[src/rtl/stride_yield_gen_pkg.sv]
// rtl/stride_yield_gen_pkg.sv - shared constants and FSM state type for stride_yield_gen
package stride_yield_gen_pkg;

    localparam int GEN_WIDTH = 32;

    typedef enum logic [1:0] {
        ST_IDLE = 2'd0,
        ST_EMIT = 2'd1,
        ST_DONE = 2'd2
    } gen_state_t;

endpackage

[src/rtl/stride_yield_gen_if.sv]
// rtl/stride_yield_gen_if.sv - control inputs and tuple stream between host and generator
import stride_yield_gen_pkg::*;

interface stride_yield_gen_if #(
    parameter int WIDTH = GEN_WIDTH
);
    logic                    start;
    logic signed [WIDTH-1:0] base;
    logic signed [WIDTH-1:0] step;
    logic signed [WIDTH-1:0] count;
    logic                    ready;
    logic                    valid;
    logic signed [WIDTH-1:0] out0;
    logic signed [WIDTH-1:0] out1;
    logic                    done;

    modport master (
        output start, base, step, count, ready,
        input  valid, out0, out1, done
    );

    modport slave (
        input  start, base, step, count, ready,
        output valid, out0, out1, done
    );
endinterface

[src/rtl/stride_yield_gen_out_reg.sv]
// rtl/stride_yield_gen_out_reg.sv - output tuple register; doubles as the base+i*step accumulator
import stride_yield_gen_pkg::*;

module yield_out_reg #(
    parameter int WIDTH = GEN_WIDTH
) (
    input  logic             i_clk,
    input  logic             i_rst,
    input  logic             i_load,
    input  logic             i_valid,
    input  logic [WIDTH-1:0] i_out0,
    input  logic [WIDTH-1:0] i_out1,
    output logic             o_valid,
    output logic [WIDTH-1:0] o_out0,
    output logic [WIDTH-1:0] o_out1
);

    logic             r_valid;
    logic [WIDTH-1:0] r_out0;
    logic [WIDTH-1:0] r_out1;

    always_ff @(posedge i_clk) begin
        if (i_rst) begin
            r_valid <= 1'b0;
            r_out0  <= '0;
            r_out1  <= '0;
        end else if (i_load) begin
            r_valid <= i_valid;
            r_out0  <= i_out0;
            r_out1  <= i_out1;
        end
    end

    assign o_valid = r_valid;
    assign o_out0  = r_out0;
    assign o_out1  = r_out1;

endmodule

[src/rtl/stride_yield_gen.sv]
// rtl/stride_yield_gen.sv - yields COUNT tuples (i, base + i*step) over valid/ready, then done
import stride_yield_gen_pkg::*;

module stride_yield_gen #(
    parameter int WIDTH     = GEN_WIDTH,
    parameter int IDX_WIDTH = 32
) (
    input  logic                  i_clk,
    input  logic                  i_rst,
    stride_yield_gen_if.slave     bus
);

    gen_state_t              r_state;
    logic [WIDTH-1:0]        r_step;
    logic signed [WIDTH-1:0] r_count;
    logic [IDX_WIDTH-1:0]    r_idx;
    logic                    r_done;

    logic             w_valid;
    logic [WIDTH-1:0] w_out0;
    logic [WIDTH-1:0] w_out1;
    logic             w_accept;
    logic             w_last;
    logic             w_count_pos;
    logic             w_load;
    logic             w_ld_valid;
    logic [WIDTH-1:0] w_ld_out0;
    logic [WIDTH-1:0] w_ld_out1;

    assign w_accept    = w_valid & bus.ready;
    assign w_count_pos = $signed(bus.count) > 0;
    // r_idx is the index currently presented; last when idx+1 reaches the latched count
    assign w_last      = (r_idx + IDX_WIDTH'(1)) == IDX_WIDTH'(r_count);

    always_comb begin
        w_load     = 1'b0;
        w_ld_valid = 1'b0;
        w_ld_out0  = '0;
        w_ld_out1  = '0;
        if (bus.start) begin
            w_load     = 1'b1;
            w_ld_valid = w_count_pos;
            w_ld_out1  = bus.base;
        end else if (r_state == ST_EMIT && w_accept) begin
            w_load = 1'b1;
            if (w_last) begin
                w_ld_out0 = w_out0;
                w_ld_out1 = w_out1;
            end else begin
                w_ld_valid = 1'b1;
                w_ld_out0  = WIDTH'(r_idx + IDX_WIDTH'(1));
                w_ld_out1  = w_out1 + r_step;
            end
        end
    end

    always_ff @(posedge i_clk) begin
        if (i_rst) begin
            r_state <= ST_IDLE;
            r_step  <= '0;
            r_count <= '0;
            r_idx   <= '0;
            r_done  <= 1'b0;
        end else if (bus.start) begin
            r_step  <= bus.step;
            r_count <= bus.count;
            r_idx   <= '0;
            r_state <= w_count_pos ? ST_EMIT : ST_DONE;
            r_done  <= !w_count_pos;
        end else begin
            case (r_state)
                ST_EMIT: begin
                    if (w_accept) begin
                        if (w_last) begin
                            r_state <= ST_DONE;
                            r_done  <= 1'b1;
                        end else begin
                            r_idx <= r_idx + IDX_WIDTH'(1);
                        end
                    end
                end
                default: ;
            endcase
        end
    end

    yield_out_reg #(.WIDTH(WIDTH)) u_out_reg (
        .i_clk   (i_clk),
        .i_rst   (i_rst),
        .i_load  (w_load),
        .i_valid (w_ld_valid),
        .i_out0  (w_ld_out0),
        .i_out1  (w_ld_out1),
        .o_valid (w_valid),
        .o_out0  (w_out0),
        .o_out1  (w_out1)
    );

    assign bus.valid = w_valid;
    assign bus.out0  = w_out0;
    assign bus.out1  = w_out1;
    assign bus.done  = r_done;

endmodule

[src/flat_wrapper.sv]
// flat-port wrapper written by rule: the top's interface ports become plain ports
module stride_yield_gen_flat 
#(
    parameter int WIDTH     = GEN_WIDTH,
    parameter int IDX_WIDTH = 32
)
  (i_clk, i_rst, bus_start, bus_base, bus_step, bus_count, bus_ready, bus_valid, bus_out0, bus_out1, bus_done);
  stride_yield_gen_if #(.WIDTH(WIDTH)) bus_i ();
  input  logic i_clk;
  input  logic i_rst;
  input wire logic [$bits(bus_i.start)-1:0] bus_start;
  input wire logic [$bits(bus_i.base)-1:0] bus_base;
  input wire logic [$bits(bus_i.step)-1:0] bus_step;
  input wire logic [$bits(bus_i.count)-1:0] bus_count;
  input wire logic [$bits(bus_i.ready)-1:0] bus_ready;
  output wire logic [$bits(bus_i.valid)-1:0] bus_valid;
  output wire logic [$bits(bus_i.out0)-1:0] bus_out0;
  output wire logic [$bits(bus_i.out1)-1:0] bus_out1;
  output wire logic [$bits(bus_i.done)-1:0] bus_done;
  assign bus_i.start = bus_start;
  assign bus_i.base = bus_base;
  assign bus_i.step = bus_step;
  assign bus_i.count = bus_count;
  assign bus_i.ready = bus_ready;
  assign bus_valid = bus_i.valid;
  assign bus_out0 = bus_i.out0;
  assign bus_out1 = bus_i.out1;
  assign bus_done = bus_i.done;
  stride_yield_gen #(.WIDTH(WIDTH), .IDX_WIDTH(IDX_WIDTH)) u_core (.i_clk(i_clk), .i_rst(i_rst), .bus(bus_i));
endmodule
[config.mk]
export PLATFORM = sky130hd
export DESIGN_NAME = stride_yield_gen_flat
export DESIGN_NICKNAME = d
export VERILOG_FILES = /design/src/rtl/stride_yield_gen_pkg.sv /design/src/rtl/stride_yield_gen_if.sv /design/src/rtl/stride_yield_gen_out_reg.sv /design/src/rtl/stride_yield_gen.sv /design/src/flat_wrapper.sv
export SDC_FILE = /design/constraint.sdc
export NUM_CORES = 1
export LEC_CHECK = 0
export ABC_AREA = 0
export CAP_MARGIN = 40
export CORE_ASPECT_RATIO = 1.75
export CORE_UTILIZATION = 30
export CTS_BUF_LIST = sky130_fd_sc_hd__clkbuf_8
export CTS_CLUSTER_SIZE = 20
export DETAILED_ROUTE_END_ITERATION = 12
export PLACE_DENSITY = 0.61
export SETUP_SLACK_MARGIN = 0.5
export SLEW_MARGIN = 20
export SYNTH_ARGS = -nofsm -noshare
export SYNTH_HDL_FRONTEND = slang
export SYNTH_SLANG_ARGS = --single-unit
[constraint.sdc]
create_clock -name i_clk -period 5.7 [get_ports i_clk]
set_input_delay 0.57 -clock i_clk [delete_from_list [all_inputs] [get_ports i_clk]]
set_output_delay 0.57 -clock i_clk [all_outputs]
set_load 0.01 [all_outputs]
==> results of run 1 <==
## flip-flops by register name (all words and copies together), names as in the netlist
register / cells
u_core.u_out_reg.o_valid: 1
u_core.r_state: 1
u_core.bus.done: 1
u_core.u_out_reg.o_out1: 32
u_core.r_step: 32
u_core.r_idx: 32
u_core.u_out_reg.o_out0: 32
u_core.r_count: 32
## layout by cell type (no fill, tap or decap), drive strengths merged, types with 33 or more instances in the layout
| cell | Yosys | routed |
|---|---|---|
| clkdlybuf4s50 | 0 | 163 |
| dfxtp | 163 | 163 |
| nor2 | 122 | 122 |
| inv | 37 | 39 |
| o21ai | 33 | 33 |
| mux2i | 70 | 70 |
| nand3 | 71 | 71 |
| a21oi | 76 | 76 |
| xnor2 | 49 | 49 |
| nand2 | 68 | 68 |
## routing by layer
layer / part of all wire / global-route usage
met5: 0 / 0
met4: 0.053 / 0.124
met3: 0.035 / 0.0359
met2: 0.53 / 0.393
met1: 0.38 / 0.216
## stage by stage
| stage | std cells | utilization | hold slack, ns |
|---|---|---|---|
| 6_report | 1714 | 0.378 | 0.498 |
| 5_1_grt | 1714 | 0.378 | 0.501 |
| 4_1_cts | 1711 | 0.377 | 0.503 |
| 3_5_place_dp | 1680 | 0.366 | 0.490 |
| 3_3_place_gp | 1678 | 0.364 | 0.483 |
| 2_1_floorplan | 1186 | - | 0.460 |
## area by class of cell
type	instances	area (um^2)	area share
Timing Repair Buffer	183	1850	0.151
Inverter	37	139	0.0113
Antenna cell	1	2.50	0.000204
Clock inverter	12	92.6	0.00755
Sequential cell	163	3260	0.266
Tap cell	400	500	0.0408
Clock buffer	19	262	0.0213
Multi-Input combinational cell	899	6150	0.502
## worst max-delay path, delay by kind of cell (launching register included)
| kind | cells | cell delay (ns) |
|---|---|---|
| and+or+nand+nor | 5 | 2.00 |
| AOI/OAI and AO/OA | 4 | 1.23 |
| DFF | 1 | 0.62 |
| buffers and inverters | 1 | 0.37 |
## power by group through the flow
| stage | sequential [mW] | combinational (mW) | clock (mW) |
|---|---|---|---|
| after floorplan | 1.24 | 0.232 | 0 |
| after global placement | 1.25 | 0.405 | 0 |
| after detailed placement | 1.25 | 0.410 | 0 |
| after CTS | 1.22 | 0.414 | 0.843 |
| after global routing | 1.23 | 0.450 | 0.877 |
| final | 1.22 | 0.414 | 0.813 |
## path summary, 6_finish.rpt
check | end | slack, ns
worst min register to register | u_core.u_out_reg.o_out0[3] | 0.50
worst max register to register | u_core.u_out_reg.o_out0[10] | 1.34
worst min-delay path | u_core.u_out_reg.o_out1[15] | 0.50
worst max-delay path | u_core.u_out_reg.o_out0[10] | 1.34
## cells by family (layout without fill, tap and decap cells)
logic type | Yosys count | count (layout) | synth area share
AO/OA/AOI/OAI | 287 | 287 | 0.202
multiplexers | 71 | 71 | 0.0715
buffers and inverters | 124 | 251 | 0.0552
adder cells (fa/ha/maj) | 34 | 34 | 0.0432
AND/OR/NAND/NOR | 424 | 424 | 0.224
flip-flops | 163 | 163 | 0.328
other | 0 | 1 | 0
XOR/XNOR | 83 | 83 | 0.0759
==> run metrics, run 1 <==
status=completed; Worst path max stage delay=0.70 ns; largest cells by area after synthesis=dfxtp_1 33%, mux2i_1 7.0%, nor2_1 4.6%; Clock Path Buffers=2; asr flop ratio synth=0; MaxCap Viol Count=0; I/O pin total=about 170; PD cells=about 200 nW/um^2; Relative slew margins=0.481; total grt overflow=0; period utilisation layout=0.764; Clock Skews=between 0.02 and 0.025 ns; Critical Path End Type=register; 1st-iter DRT viols=between 500 and 600; Global Route Usage Sum=0.210; count leader, synth=dfxtp_1; CTS tree=done; Seq pwr share=0.499; Synth Area per Inst=between 8 and 9 um^2; CP Launch Type=register; core area=32,400 um^2; via/cell ratio=5.47; Synth top area share=0.328; count of input and output buffers=around 170; area leader, netlist=dfxtp_1; Psw=706 uW; # rows=87; DRT Wirelength=about 35,000 um; Die Y=243 um; wire length per cell=20.7 um; combinational cell fraction of total power=0.169; Clk pin slew, worst setup/hold paths=0.09 ns; Tmin final=around 4.4 ns; antenna violations before repair=1; clock sink total=about 160; Syn Nets=roughly 1,300; CTS Buf Count=17; starting density of the core=0.307; DP Worst Slack=~1.4 ns; vias in the first global route=~9,400; GPL Wtd Cong=around 0.9; setup violators final=0; first-pass GRT wire length=around 54,000 um; Cell Chain, Critical Path=nand4_2 -> nor4_4 -> a21oi_1 -> or4_1 -> a2111oi_4 -> nand4_4 -> o21ai_2 -> buf_4 -> o32a_1 -> nor2_1; register area share after synthesis=0.328; FILL cells=~3,400; Net Sw Frac=0.288; routed vias=about 9,400; post-route ant nets=0; slowest stage cell, crit path=nor4_4; final net count=around 1,400; H-tree depth=4; Post-CTS Hold Buffers=0; RSZ-0062 raised after global routing=false; largest net degree at the start of global routing=63; FF-to-FF Start=u_core.r_idx[8]; WHS Path Cells=3; worst endpoint required time=a little over 6 ns; Peak VDD IR=around 0.00018 V; final hold vios=0; clock share of power=0.332; Worst Path Max Fanout=18; number of synthesized flops with an enable pin=0; worst-margin pin slew=slightly below 0.8 ns; critical path type=reg -> reg; max-slew violations=0; post-DP HPWL=between 20,000 and 30,000 um; most frequent cells after synthesis=163 x dfxtp_1, 122 x nor2_1, 76 x a21oi_1, 70 x mux2i_1, 69 x nand3_1; R2R depth=10; Skew-Pair Late Insertion Delay=~0.51 ns; Post-Syn Instances=1,186; warnings from Yosys=0; placed instance area=approximately 12,000 um^2; Static Leak=about 4.6 nW; Root Buffer=clkbuf_8; layout cells sized above 1=0.0594; Area Overhead vs Synth=23.2%; post-route cell area=~12,000 um^2; Die W=around 140 um; DR pass1 iterations=5; TNS Setup=0 ns; Distinct cells, synth=86; worst hold path type=in -> reg; flops & latches, synth=163; setup ws final=roughly 1.3 ns; Power Internal=~1.7 mW; Worst Path Arrival=4.73 ns; total power=2.45 mW; # DRC=0; Max Freq=approximately 230 MHz; hold path start=bus_start; post-cts gate resize count=0; Critical Path Start=u_core.r_idx[8]; Post-synth top flop=dfxtp_1; Die ar.=33,900 um^2; Synth Cell Area=around 10000 um^2; Setup Fix Bufs, Post-CTS=0
(Power assumes the default switching activity.)
==> run 2: changes to the inputs <==
--- a/config.mk
+++ b/config.mk
@@ -12,7 +12,7 @@
 export CTS_BUF_LIST = sky130_fd_sc_hd__clkbuf_8
 export CTS_CLUSTER_SIZE = 20
 export DETAILED_ROUTE_END_ITERATION = 12
-export PLACE_DENSITY = 0.61
+export PLACE_DENSITY = 0.63
 export SETUP_SLACK_MARGIN = 0.5
 export SLEW_MARGIN = 20
 export SYNTH_ARGS = -nofsm -noshare
==> constraint.sdc (replaced) <==
create_clock -name i_clk -period 3.9 [get_ports i_clk]
set_input_delay 0.39 -clock i_clk [delete_from_list [all_inputs] [get_ports i_clk]]
set_output_delay 0.39 -clock i_clk [all_outputs]
set_load 0.01 [all_outputs]
==> run 2 against run 1 <==
Clock power grew 67%; non-clock buffer count up 71; routed wire length is 0.27% lower; clock skew is 0.0080 ns lower; total power up 54%; sequential share of layout area shrank 1.5 points; first-iteration DRC count down 9.5%; clock-buffer cell count rose by 1; critical endpoint is now u_core.u_out_reg.o_out1[11]; via count grew 3.1%; final cell count is 4.2% higher; critical path depth rose by 2.
==> run metrics, run 2 (same netlist as run 1, synthesis figures left out) <==
DRT Wirelength=35,400 um (-0.27%); Peak VDD IR=0.000221 V (+22%); count of input and output buffers=165 (unchanged); most frequent cells in the layout=163 x clkdlybuf4s50_1, 147 x dfxtp_1, 121 x nor2_1, 79 x buf_4, 74 x a21oi_1; clock sink total=163 (unchanged); family with the most delay on the worst path=simple AND/OR/NAND/NOR gates; Clock Path Buffers=2 (unchanged); layout cells sized above 1=0.137 (+0.0778); Worst Path Max Fanout=12 (-6); RSZ-0062 raised after global routing=true; Global Route Usage Sum=0.210 (about the same); met2 WL=18,800 um (-0.32%); Area Overhead vs Synth=32.3%; Clk pin slew, worst setup/hold paths=0.09 ns (about the same); placed instance count=1,730 (+3.0%); post-DP HPWL=26,600 um (+0.28%); Critical Path End Type=register; Clock Skews=0.0135 ns (-0.00796 ns); wire length per cell=19.8 um (-4.3%); total grt overflow=0 (unchanged); Die Y=243 um (unchanged); DP Worst Slack=0.168 ns (-1.26 ns); Root Buffer=clkbuf_8; DR pass1 iterations=5 (unchanged); Die ar.=33,900 um^2 (unchanged); status=completed; final hold vios=0 (unchanged); area of the multi-input gates=6340 um^2 (+3.1%); GPL Wtd Cong=0.930 (+1.2%); MaxCap Viol Count=0 (unchanged); max-slew violations=0 (unchanged); via/cell ratio=5.41 (-1.1%); CTS Buf Count=17 (unchanged); Die W=140 um (unchanged); setup violators final=0 (unchanged); worst endpoint required time=4.31 ns (-1.76 ns); FILL cells=3,287 (-2.9%); worst hold path type=in -> reg; final net count=1,505 (+5.0%); largest net degree at the start of global routing=129 (+100%); worst-margin pin slew=0.641 ns (-0.130 ns); first-pass GRT wire length=54,700 um (+0.75%); TNS Setup=0 ns (unchanged); Cell Chain, Critical Path=nand3_1 -> nor4_1 -> buf_4 -> or4b_1 -> xor3_1 -> o211a_1 -> nand4_4 -> o21ai_4 -> buf_4 -> buf_6 -> or4_4 -> a311oi_2; Crit path top cell by count=buf_4; slowest stage cell, crit path=or4b_1; worst hold slack=0.317 ns (-0.181 ns); starting density of the core=0.307 (unchanged); CP Launch Type=register; CTS tree=done; setup ws final=0.545 ns (-0.799 ns); Metal-1 WL=13,100 um (-2.5%); critical path type=reg -> reg; Worst path max stage delay=0.49 ns (-0.21 ns); I/O pin total=166 (unchanged); Static Leak=5.05 nW (+11%); # DRC=0 (unchanged); H-tree depth=4 (unchanged); vias in the first global route=9,857 (+4.7%); Tmin final=3.36 ns (-1.00 ns); met3 WL=1500 um (+22%); post-route ant nets=0 (unchanged); 1st-iter DRT viols=484 (-9.5%); worst path bufs/invs=3 (+2); Max Used Layer=met4; # rows=87 (unchanged); Max Freq=298 MHz (+30%); core area=32,400 um^2 (unchanged); most common cell after layout, fill and taps aside=clkdlybuf4s50_1; Relative slew margins=0.573 (+0.0916); Final Instance Count excl. Fillers=1,786 (+4.2%); Skew-Pair Late Insertion Delay=0.51 ns (about the same); Worst Path Arrival=3.77 ns (-0.96 ns); routed vias=9,663 (+3.1%); period utilisation layout=0.860 (+0.0960); total power=3.77 mW (+54%); FF+latch area=3300 um^2 (+1.2%); antenna violations before repair=1 (unchanged); PD cells=286 nW/um^2 (+43%)
## run 2: cell types whose count changed in the layout (fill, tap and decap cells not counted), sizes merged
cell      change
buf          +70
clkinv        +3
inv           -3
bufinv        +2
clkinvlp      -2
bufbuf        +1
clkbuf        +1
## run 2: power breakdown
part           internal (mW)  switching [mW]  leakage [nW]
clock                  0.683           0.681         0.215
combinational          0.315           0.310          3.49
sequential              1.72          0.0597          1.34
## run 2: tightest hold or removal path, cell delays in order
cell     delay, ns
buf_4         0.21
nand2_1       0.10
a31oi_1       0.06
## run 2: through the flow
| stage | util | area, um^2 |
|---|---|---|
| after CTS | 0.399 | 12900 |
| after global placement | 0.377 | 12200 |
| after global routing | 0.406 | 13200 |
| after detailed placement | 0.378 | 12300 |
| final | 0.406 | 13200 |
| after floorplan | - | 9950 |
## run 2: timing repair
| item | CTS | global route |
|---|---|---|
| hold endpoints to repair | 0 | 0 |
| gates resized for setup | 40 | 25 |
| gates cloned | 1 | 0 |
| buffers inserted | 8 | 14 |
| pin swaps | 7 | 11 |
| setup endpoints to repair | 98 | 97 |
| hold buffers | 0 | 0 |
## run 2: layout make-up
class	instances	area share
repair buffers	254	0.186
multi-input cells	899	0.482
clock inverters	12	0.0118
diodes	1	0.000190
clock buffers	20	0.0209
flip-flops and latches	163	0.251
inverters	37	0.0106
well taps	400	0.0380
## run 2: final timing paths
kind | to | depth (start not counted) | from | slack (ns)
worst min-delay path | u_core.u_out_reg.o_out1[17] | 3 | bus_start | 0.32
worst min register to register | u_core.u_out_reg.o_out0[11] | 2 | u_core.u_out_reg.o_out0[11] | 0.49
worst max register to register | u_core.u_out_reg.o_out1[11] | 12 | u_core.r_idx[22] | 0.54
worst max-delay path | u_core.u_out_reg.o_out1[11] | 12 | u_core.r_idx[22] | 0.54
## run 2: routing by layer
metal  vias up  global-route usage
met3       105              0.0432
met4         0               0.129
li1       4709                   -
met5         -                   0
met1      4583               0.211
met2       266               0.391
